[src/rtl/fp_add_axis.sv]
// AXI-Stream wrapped binary32 adder: loads A then B, waits for start, and
// returns A+B (round-to-nearest-even) as a single beat with tlast set.
module fp_add_axis #(
  parameter int SIZE       = 2,
  parameter int DATA_WIDTH = 32
) (
  input  logic                    s00_axi_aclk,
  input  logic                    s00_axi_areset,
  output logic                    s00_axis_tready,
  input  logic [DATA_WIDTH-1:0]   s00_axis_tdata,
  input  logic                    s00_axis_tlast,
  input  logic                    s00_axis_tvalid,
  output logic                    m00_axis_tvalid,
  output logic [DATA_WIDTH-1:0]   m00_axis_tdata,
  output logic [DATA_WIDTH/8-1:0] m00_axis_tstrb,
  output logic                    m00_axis_tlast,
  input  logic                    m00_axis_tready,
  input  logic                    start,
  output logic [2:0]              dbg_state_o
);

  typedef enum logic [2:0] {
    LOAD       = 3'd0,
    WAIT_START = 3'd1,
    ALIGN      = 3'd2,
    ADD        = 3'd3,
    NORM       = 3'd4,
    ROUND      = 3'd5,
    OUTPUT     = 3'd6
  } state_t;

  state_t      state_q;
  logic [1:0]  count_q;
  logic [31:0] slot0_q, slot1_q;
  logic        tready_q, tvalid_q, tlast_q;
  logic [31:0] tdata_q;

  logic        spec_q, spec_d;
  logic [31:0] spec_val_q, spec_val_d;
  logic        sign_q, sign_d, sub_q, sub_d;
  logic [9:0]  exp_q, exp_d;
  logic [26:0] big_q, big_d, small_q, small_d;
  logic [27:0] sum_q, sum_d;
  logic [26:0] mant_q, mant_d;
  logic [9:0]  nexp_q, nexp_d;
  logic        zero_q, zero_d;
  logic [31:0] res_d;

  logic        a_zero, a_inf, a_nan, b_zero, b_inf, b_nan, swap;
  logic [30:0] a_mag, b_mag, big_mag, small_mag;
  logic [26:0] small_m;
  logic [7:0]  diff;
  logic [4:0]  lz;
  logic        rnd_up;
  logic [24:0] m25;
  logic [9:0]  rexp;
  logic [22:0] frac;
  logic        unused_tlast;

  assign unused_tlast    = s00_axis_tlast;
  assign s00_axis_tready = tready_q;
  assign m00_axis_tvalid = tvalid_q;
  assign m00_axis_tlast  = tlast_q;
  assign m00_axis_tdata  = tdata_q;
  assign m00_axis_tstrb  = '1;
  assign dbg_state_o     = state_q;

  // Align: unpack with hidden bit + GRS, flush subnormals, order by magnitude.
  always_comb begin
    a_zero    = (slot0_q[30:23] == 8'd0);
    b_zero    = (slot1_q[30:23] == 8'd0);
    a_inf     = (slot0_q[30:23] == 8'hFF) && (slot0_q[22:0] == 23'd0);
    b_inf     = (slot1_q[30:23] == 8'hFF) && (slot1_q[22:0] == 23'd0);
    a_nan     = (slot0_q[30:23] == 8'hFF) && (slot0_q[22:0] != 23'd0);
    b_nan     = (slot1_q[30:23] == 8'hFF) && (slot1_q[22:0] != 23'd0);
    a_mag     = a_zero ? 31'd0 : slot0_q[30:0];
    b_mag     = b_zero ? 31'd0 : slot1_q[30:0];
    swap      = (b_mag > a_mag);
    big_mag   = swap ? b_mag : a_mag;
    small_mag = swap ? a_mag : b_mag;
    big_d     = (big_mag == 31'd0) ? 27'd0 : {1'b1, big_mag[22:0], 3'b000};
    small_m   = (small_mag == 31'd0) ? 27'd0 : {1'b1, small_mag[22:0], 3'b000};
    diff      = big_mag[30:23] - small_mag[30:23];
    if (diff >= 8'd26) begin
      small_d = {26'd0, |small_m};
    end else begin
      small_d    = small_m >> diff;
      small_d[0] = small_d[0] | (|(small_m & ((27'd1 << diff) - 27'd1)));
    end
    sign_d     = swap ? slot1_q[31] : slot0_q[31];
    sub_d      = slot0_q[31] ^ slot1_q[31];
    exp_d      = {2'b00, big_mag[30:23]};
    spec_d     = 1'b1;
    spec_val_d = 32'd0;
    if (a_nan || b_nan || (a_inf && b_inf && (slot0_q[31] != slot1_q[31]))) begin
      spec_val_d = 32'h7FC00000;
    end else if (a_inf) begin
      spec_val_d = slot0_q;
    end else if (b_inf) begin
      spec_val_d = slot1_q;
    end else if (a_zero && b_zero) begin
      spec_val_d = {slot0_q[31] & slot1_q[31], 31'd0};
    end else begin
      spec_d = 1'b0;
    end
  end

  always_comb begin
    sum_d = sub_q ? ({1'b0, big_q} - {1'b0, small_q}) : ({1'b0, big_q} + {1'b0, small_q});
  end

  always_comb begin
    zero_d = (sum_q == 28'd0);
    lz     = 5'd0;
    for (int i = 0; i < 27; i++) begin
      if (sum_q[i]) lz = 5'(26 - i);
    end
    if (sum_q[27]) begin
      mant_d = {sum_q[27:2], sum_q[1] | sum_q[0]};
      nexp_d = exp_q + 10'd1;
    end else begin
      mant_d = sum_q[26:0] << lz;
      nexp_d = exp_q - {5'd0, lz};
    end
  end

  // Round to nearest even; a carry out of the mantissa bumps the exponent.
  always_comb begin
    rnd_up = mant_q[2] & (mant_q[1] | mant_q[0] | mant_q[3]);
    m25    = {1'b0, mant_q[26:3]} + {24'd0, rnd_up};
    rexp   = m25[24] ? nexp_q + 10'd1 : nexp_q;
    frac   = m25[24] ? m25[23:1] : m25[22:0];
    if (spec_q)                          res_d = spec_val_q;
    else if (zero_q)                     res_d = 32'd0;
    else if ($signed(rexp) <= 10'sd0)    res_d = {sign_q, 31'd0};
    else if ($signed(rexp) >= 10'sd255)  res_d = {sign_q, 8'hFF, 23'd0};
    else                                 res_d = {sign_q, rexp[7:0], frac};
  end

  // Slave beats transfer on tvalid && tready at a rising edge; the master
  // beat is held unchanged from tvalid rising until tvalid && tready.
  always_ff @(posedge s00_axi_aclk) begin
    if (s00_axi_areset) begin
      state_q    <= LOAD;
      count_q    <= 2'd0;
      slot0_q    <= 32'd0;
      slot1_q    <= 32'd0;
      tready_q   <= 1'b0;
      tvalid_q   <= 1'b0;
      tlast_q    <= 1'b0;
      tdata_q    <= 32'd0;
      spec_q     <= 1'b0;
      spec_val_q <= 32'd0;
      sign_q     <= 1'b0;
      sub_q      <= 1'b0;
      exp_q      <= 10'd0;
      big_q      <= 27'd0;
      small_q    <= 27'd0;
      sum_q      <= 28'd0;
      mant_q     <= 27'd0;
      nexp_q     <= 10'd0;
      zero_q     <= 1'b0;
    end else begin
      case (state_q)
        LOAD: begin
          tready_q <= 1'b1;
          if (s00_axis_tvalid && tready_q) begin
            if (count_q == 2'd0) slot0_q <= s00_axis_tdata;
            else                 slot1_q <= s00_axis_tdata;
            if (count_q == 2'(SIZE - 1)) begin
              count_q  <= 2'(SIZE);
              tready_q <= 1'b0;
              state_q  <= WAIT_START;
            end else begin
              count_q <= count_q + 2'd1;
            end
          end
        end
        WAIT_START: begin
          if (start) state_q <= ALIGN;
        end
        ALIGN: begin
          spec_q     <= spec_d;
          spec_val_q <= spec_val_d;
          sign_q     <= sign_d;
          sub_q      <= sub_d;
          exp_q      <= exp_d;
          big_q      <= big_d;
          small_q    <= small_d;
          state_q    <= ADD;
        end
        ADD: begin
          sum_q   <= sum_d;
          state_q <= NORM;
        end
        NORM: begin
          mant_q  <= mant_d;
          nexp_q  <= nexp_d;
          zero_q  <= zero_d;
          state_q <= ROUND;
        end
        ROUND: begin
          tdata_q  <= res_d;
          tvalid_q <= 1'b1;
          tlast_q  <= 1'b1;
          state_q  <= OUTPUT;
        end
        OUTPUT: begin
          if (m00_axis_tready) begin
            tvalid_q <= 1'b0;
            tlast_q  <= 1'b0;
            count_q  <= 2'd0;
            state_q  <= LOAD;
          end
        end
        default: state_q <= LOAD;
      endcase
    end
  end

endmodule

[config.mk]
export PLATFORM = sky130hd
export DESIGN_NAME = fp_add_axis
export DESIGN_NICKNAME = d
export VERILOG_FILES = /design/src/rtl/fp_add_axis.sv
export SDC_FILE = /design/constraint.sdc
export NUM_CORES = 1
export LEC_CHECK = 0
export BUFFER_PORTS_ARGS = -buffer_cell sky130_fd_sc_hd__buf_2
export CAP_MARGIN = 20
export CORE_MARGIN = 8
export CORE_UTILIZATION = 35
export DETAILED_ROUTE_END_ITERATION = 12
export PLACE_DENSITY = 0.61
export SLEW_MARGIN = 0
export SYNTH_ARGS = -nofsm -noshare
export SYNTH_HDL_FRONTEND = slang
export SYNTH_SLANG_ARGS = --single-unit
[constraint.sdc]
create_clock -name s00_axi_aclk -period 7.9 [get_ports s00_axi_aclk]
set_input_delay 0.79 -clock s00_axi_aclk [delete_from_list [all_inputs] [get_ports s00_axi_aclk]]
set_output_delay 0.79 -clock s00_axi_aclk [all_outputs]
set_load 0.1 [all_outputs]
# Word level (Yosys, flattened, before mapping)
# Cells that the tools add are included.
# word_totals
ff_bits,266
wordCells,152
# classes
mux,65
shifts,3
bitwise,9
eq_ne,14
n_lt_le_gt_ge,4
reduce_logical,30
addsub,9
# op_table
operator,n
32-bit two-way mux,6
31-bit two-way mux,6
5-bit two-way mux,27
27-bit two-way mux,4
31-bit logical NOT,2
27-bit OR reduction,2
23-bit logical NOT,2
23-bit nonzero test,2
31-bit > comparator,1
27-bit by 27-bit adder with 28-bit output,1
28-bit logical NOT,1
28-bit two-way mux,1
27-bit by 27-bit subtractor with 28-bit output,1
27-bit bitwise AND,1
"1-bit by 8-bit left shift with 27-bit output, first input constant",1
27-bit by 5-bit left shift with 27-bit output,1
27-bit by 8-bit right shift with 27-bit output,1
"27-bit by 1-bit subtractor with 27-bit output, second input constant",1
24-bit by 1-bit adder with 25-bit output,1
23-bit two-way mux,1
3-bit one-hot mux with 7 select lines,1
10-bit two-way mux,2
"8-bit == test, second input constant",2
8-bit logical NOT,2
other kinds (31),64

# Longest topological paths before layout
# logic_depth
word_depth,29
ltp_mapped,34

# Least setup slack after synthesis
# No wires, ideal clock.
# synth_timing
path_kind,register -> register
startpoint,register slot1_q[24]
endpoint,register small_q[1]
required_ps,7768
setup_ps,132
path_buffers,8
period_less_slack_ps,6889
arrival_ps,6757
slack_ps,1011
path_stages_with_launch,32
cell_sequence,dfxtp_1 > clkbuf_1 > nor4_1 > nand2_1 > clkbuf_1 > clkbuf_1 > clkbuf_1 > and2_1 > ha_1 > nand3b_1 > a21oi_1 > o31ai_1 > o211ai_1 > o21ai_1 > buf_2 > buf_2 > buf_1 > buf_1 > nor2_1 > a21oi_1 > ha_1 > o21ai_0 > a21oi_1 > nor2_1 > mux2i_1 > a31oi_1 > a211oi_1 > a21o_1 > nor3_1 > mux2_2 > a2111oi_0 > o31ai_1
# synth_between
elab_chain_len,8
elab_cells_between_ends,11
# synth_lines
element,line,source
start: declaration,34,"logic [31:0] slot0_q, slot1_q;"
start signal: assignment,169,else slot1_q <= s00_axis_tdata;
8-bit logical NOT,71,b_zero = (slot1_q[30:23] == 8'd0);
31-bit two-way mux *,77,b_mag = b_zero ? 31'd0 : slot1_q[30:0];
"parallel branches: the longest is 5 deep, another holds 31-bit > comparator",--,
27-bit two-way mux *,84,if (diff >= 8'd26) begin
end signal: assignment,189,small_q <= small_d;
end: declaration,42,"logic [26:0] big_q, big_d, small_q, small_d;"
# Mark *: on every way between the ends.
# A chain may end at the register's enable or synchronous reset.

# Final worst setup path
# layout_timing
startpoint,register slot1_q[26]
endpoint,register small_q[0]
# layout_between
elab_chain_len,11
elab_cells_between_ends,17
# layout_lines
element,line,source
8-bit logical NOT,71,
31-bit two-way mux *,77,
31-bit > comparator,78,swap = (b_mag > a_mag);
31-bit two-way mux (on tied branches),"79, 80",
8-bit subtractor,83,diff = big_mag[30:23] - small_mag[30:23];
1-bit by 8-bit left shift with 27-bit output,88,small_d[0] = small_d[0] | (|(small_m & ((27'd1 << diff) - 27'd1)));
27-bit by 1-bit subtractor with 27-bit output,88,
27-bit bitwise AND,88,
27-bit OR reduction,88,
1-bit OR,88,
27-bit two-way mux *,84,
# Mark *: on every way between the ends. The rest lies on a longest branch, timed or not.

==> summary.md <==
The number of warnings reported in the yosys synthesis log is 0, and the post-synthesis average cell area is 7.37 µm². Along the worst path, the maximum fanout reaches 71. Count of final max-slew check failures: 0. After clock tree synthesis, the clock-pin slew on the worst setup and hold paths is 0.06 ns. Setup repair after global routing left no endpoint under its margin. The logs give 3,059 for the total placed cells including tap cells and 34 for the number of buffers created by CTS.

Global routing used 18.6% of the available tracks. The pin slew with the least headroom to its limit is 1.01 ns. VDD sags by at most 0.193 mV. The first-pass GRT wire length came out at 91,700 µm. The cell count after synthesis was 2,440. The standard cell with the maximum stage delay on the critical path is mux2i_1. For the number of core rows, the log shows 83. The via count of the first global-routing pass was 16,800; the post-synthesis sequential element count was 263. Counting flops with a built-in enable in the synthesized netlist gives 0. The H-tree level count came out at 2. The detailed-placement wirelength estimate came out at 43,300 µm. STA classifies the critical path endpoint as a flop. In this run the biggest area consumer among cell types represents 29.3% of the synthesized area.

The synthesized netlist occupies a cell area of 18,000 µm². Placeable core region: 51,100 µm². Summed over all instances, the cell type with the most area after synthesis is dfxtp_1.

The clock passes through at most 3 buffers. At the worst endpoint, the required time is 8.30 ns. The share of the Yosys chip area taken by registers is 29.3%. At the end of the flow the core is filled with cells to 39.3%.

The die covers 58,900 µm². For this run, the post-layout net count is 2,522. Once the clock tree was built, the setup fixing pass inserted 0 buffers.

The count of instances resized after the clock tree is built was 0. The count of endpoints failing hold in the final timing report is 0. The tree is rooted in a clkbuf_16. The largest net degree at the start of global routing came out at 80. The starting utilization of the core area was 35.2%; the final critical delay including setup and external delays was 7.24 ns.

Ranked by total cell area, the synthesized netlist is headed by dfxtp_1 (29%), nand2_1 (7.7%), a21oi_1 (6.8%), mux2i_1 (6.1%), nor2_1 (5.7%). The tools report the insertion delay of the later-clocked pin in the worst-skew pair as 0.55 ns. The run gives 17,400 as the via count. The top cell types in the final layout, fill and taps aside, are nand2_1 (368), nor2_1 (270), dfxtp_1 (263). Based on the critical path, the design can be clocked at up to 138 MHz. After layout, the worst setup slack is 0.658 ns.

Setup violations remaining at the end of the flow were counted as 0. The area growth from synthesis to final layout is 11.5%. For the total congestion overflow, the log shows 0.

The tools report the count of non-filler cells in the finished layout as 3,116. TritonCTS built the clock tree. The run finished with clean final reports.

Worst setup path startpoint: slot1_q[26]. At the placement stage, the worst setup path has a slack of 0.837 ns. Hold is met by 0.451 ns. For this design the static power due to leakage is 7.70 nW. The post-route netlist has 9.65% of its cells at a drive strength greater than 1. The tools report the cts-stage hold buffer count as 0.

During I/O placement, the number of pins put on the boundary was 80. The detailed router finished its first iteration with 1,278 violations. The layout has 5,385 filler cells. After detailed routing, the average wire length per cell comes to 18.4 µm.

The kind of start point of the critical path was a flop. The share of synthesized flip-flops with an asynchronous set or reset came out at 0%. The number of antenna-violating nets in the routed design is 0.

Most common cell after layout, fill and taps aside: nand2_1. The start of the worst register-to-register path is slot1_q[26]. The main flop type after synthesis was dfxtp_1.

The number of optimization iterations in the first detailed-route pass is 5, and the horizontal die dimension is 243 µm. The path class of the tightest hold or removal check is reg2reg. Wires add up to 57,300 µm. After routing, the total negative slack on setup checks comes to 0 ns. The buffers plus inverters on the worst setup path was 1. The launch point of the worst hold path was spec_val_q[19]. Dividing the detail-routed via count by the number of cells gives 5.60.

The logs give 0 for the post-route DRC violation count and 0 for the max-capacitance violation count. The die is 243 µm tall. Counting every sink on the clock net gives 263.

In this run, distinct cell masters in the synthesized netlist total 87. In this run the tool buffered the top-level ports with 74 buffer cells. Cell class contributing the biggest share of worst-path delay: simple AND/OR/NAND/NOR gates. Walking the worst path, the cells encountered are nor4_1 > nand2_1 > and2_1 > ha_1 > nand4_1 > nor4_2 > o31ai_1 > o211a_2 > a21oi_4 > buf_4 > mux2i_1 > o211ai_1 > or3_4 > a21oi_2 > o2111ai_1 > a2111oi_0 > o2111a_1 > a21oi_1. The number of diodes came out at 0. For this run, the slowest stage of the critical path takes 0.64 ns.

The initial antenna violation count was 0; the worst endpoint data arrival time was 7.64 ns. The worst pin sits at a relative slew slack of 32.4%. The worst setup path is of the reg2reg kind. At the end of routability-driven placement, the weighted congestion stood at 0.951.

Dividing the final minimum period by the clock period gives 91.7%. The power per unit of standard cell area was 204 nW/µm²; the worst-case clock skew was 0.0274 ns.
==> cell type report <==
| class | count | area (µm²) | share of cell area, % |
|---|---|---|---|
| Clock inverter | 14 | 165 | 0.823 |
| Multi-Input combinational cell | 1914 | 11700 | 58.5 |
| Clock buffer | 43 | 946 | 4.71 |
| Tap cell | 680 | 851 | 4.24 |
| Sequential cell | 263 | 5270 | 26.2 |
| Inverter | 75 | 282 | 1.40 |
| Timing Repair Buffer | 127 | 815 | 4.06 |
==> kinds of logic (layout without fill, tap and decap cells) <==
| logic type | count (synthesis) | in the layout | synth area share [%] |
|---|---|---|---|
| AND/OR/NAND/NOR | 986 | 986 | 25.0 |
| AO/OA/AOI/OAI | 633 | 633 | 22.4 |
| buffers and inverters | 266 | 259 | 5.78 |
| flip-flops | 263 | 263 | 29.3 |
| multiplexers | 137 | 137 | 8.56 |
| XOR/XNOR | 85 | 85 | 4.14 |
| adder cells (fa/ha/maj) | 69 | 69 | 4.84 |
| other | 1 | 4 | 0.0208 |
==> registers in the layout, summed over array words and instances (netlist names) <==
signal and cells:
m00_axis_tdata 32, slot0_q 32, slot1_q 32, spec_val_q 32, sum_q 28, mant_q 27
small_q 27, big_q 24, nexp_q 10, exp_q 8, dbg_state_o 3, count_q 2
m00_axis_tlast 1, s00_axis_tready 1, sign_q 1, spec_q 1, sub_q 1, zero_q 1
==> Yosys cell counts, drive strengths merged, types with 15 or more instances <==
cell and count:
a21oi 245, clkbuf 158, and3 39, a22oi 17
a311oi 16, nand4 20, nand2b 18, a211oi 72
buf 33, mux2i 110, xnor2 62, nor4 30
nand3 53, xor2 23, nor3 80, nor2 272
o211ai 27, ha 68, and2 42, dfxtp 263
inv 73, a31oi 24, o21ai 98, mux2 15
nand2 369
==> worst paths after layout <==
kind	endpoint	slack, ns	cells after the start
max	small_q[0]	0.66	18
min	spec_val_q[19]	0.45	1
max reg2reg	small_q[0]	0.66	18
min reg2reg	spec_val_q[19]	0.45	1
==> worst reg2reg max path, stage by stage (launching register included) <==
cell and delay, ns:
dfxtp_1 0.38, nor4_1 0.48, nand2_1 0.63, and2_1 0.44, ha_1 0.34, nand4_1 0.21, nor4_2 0.49, o31ai_1 0.17
o211a_2 0.20, a21oi_4 0.16, buf_4 0.59, mux2i_1 0.64, o211ai_1 0.21, or3_4 0.40, a21oi_2 0.53, o2111ai_1 0.19
a2111oi_0 0.64, o2111a_1 0.31, a21oi_1 0.09
==> per-layer routing <==
layer | track usage (%) | up-vias | wire length, µm
li1 | - | 8653 | -
met5 | 0 | - | 0
met1 | 23.0 | 8146 | 24900
met3 | 2.69 | 124 | 2760
met4 | 8.50 | 0 | 2720
met2 | 31.8 | 520 | 27000
==> where the power goes <==
part           switching, mW  internal, mW
sequential            0.0272          1.35
combinational          0.764         0.412
clock                  0.601         0.946
==> stage by stage <==
stage / power (mW) / area [µm²]
global route: 4.29 / 20100
CTS: 4.12 / 20100
global placement: 2.54 / 18900
finish: 4.10 / 20100
detailed placement: 2.56 / 19000
floorplan: 2.24 / 18000
Note: power is estimated with default switching activity, not from simulation.
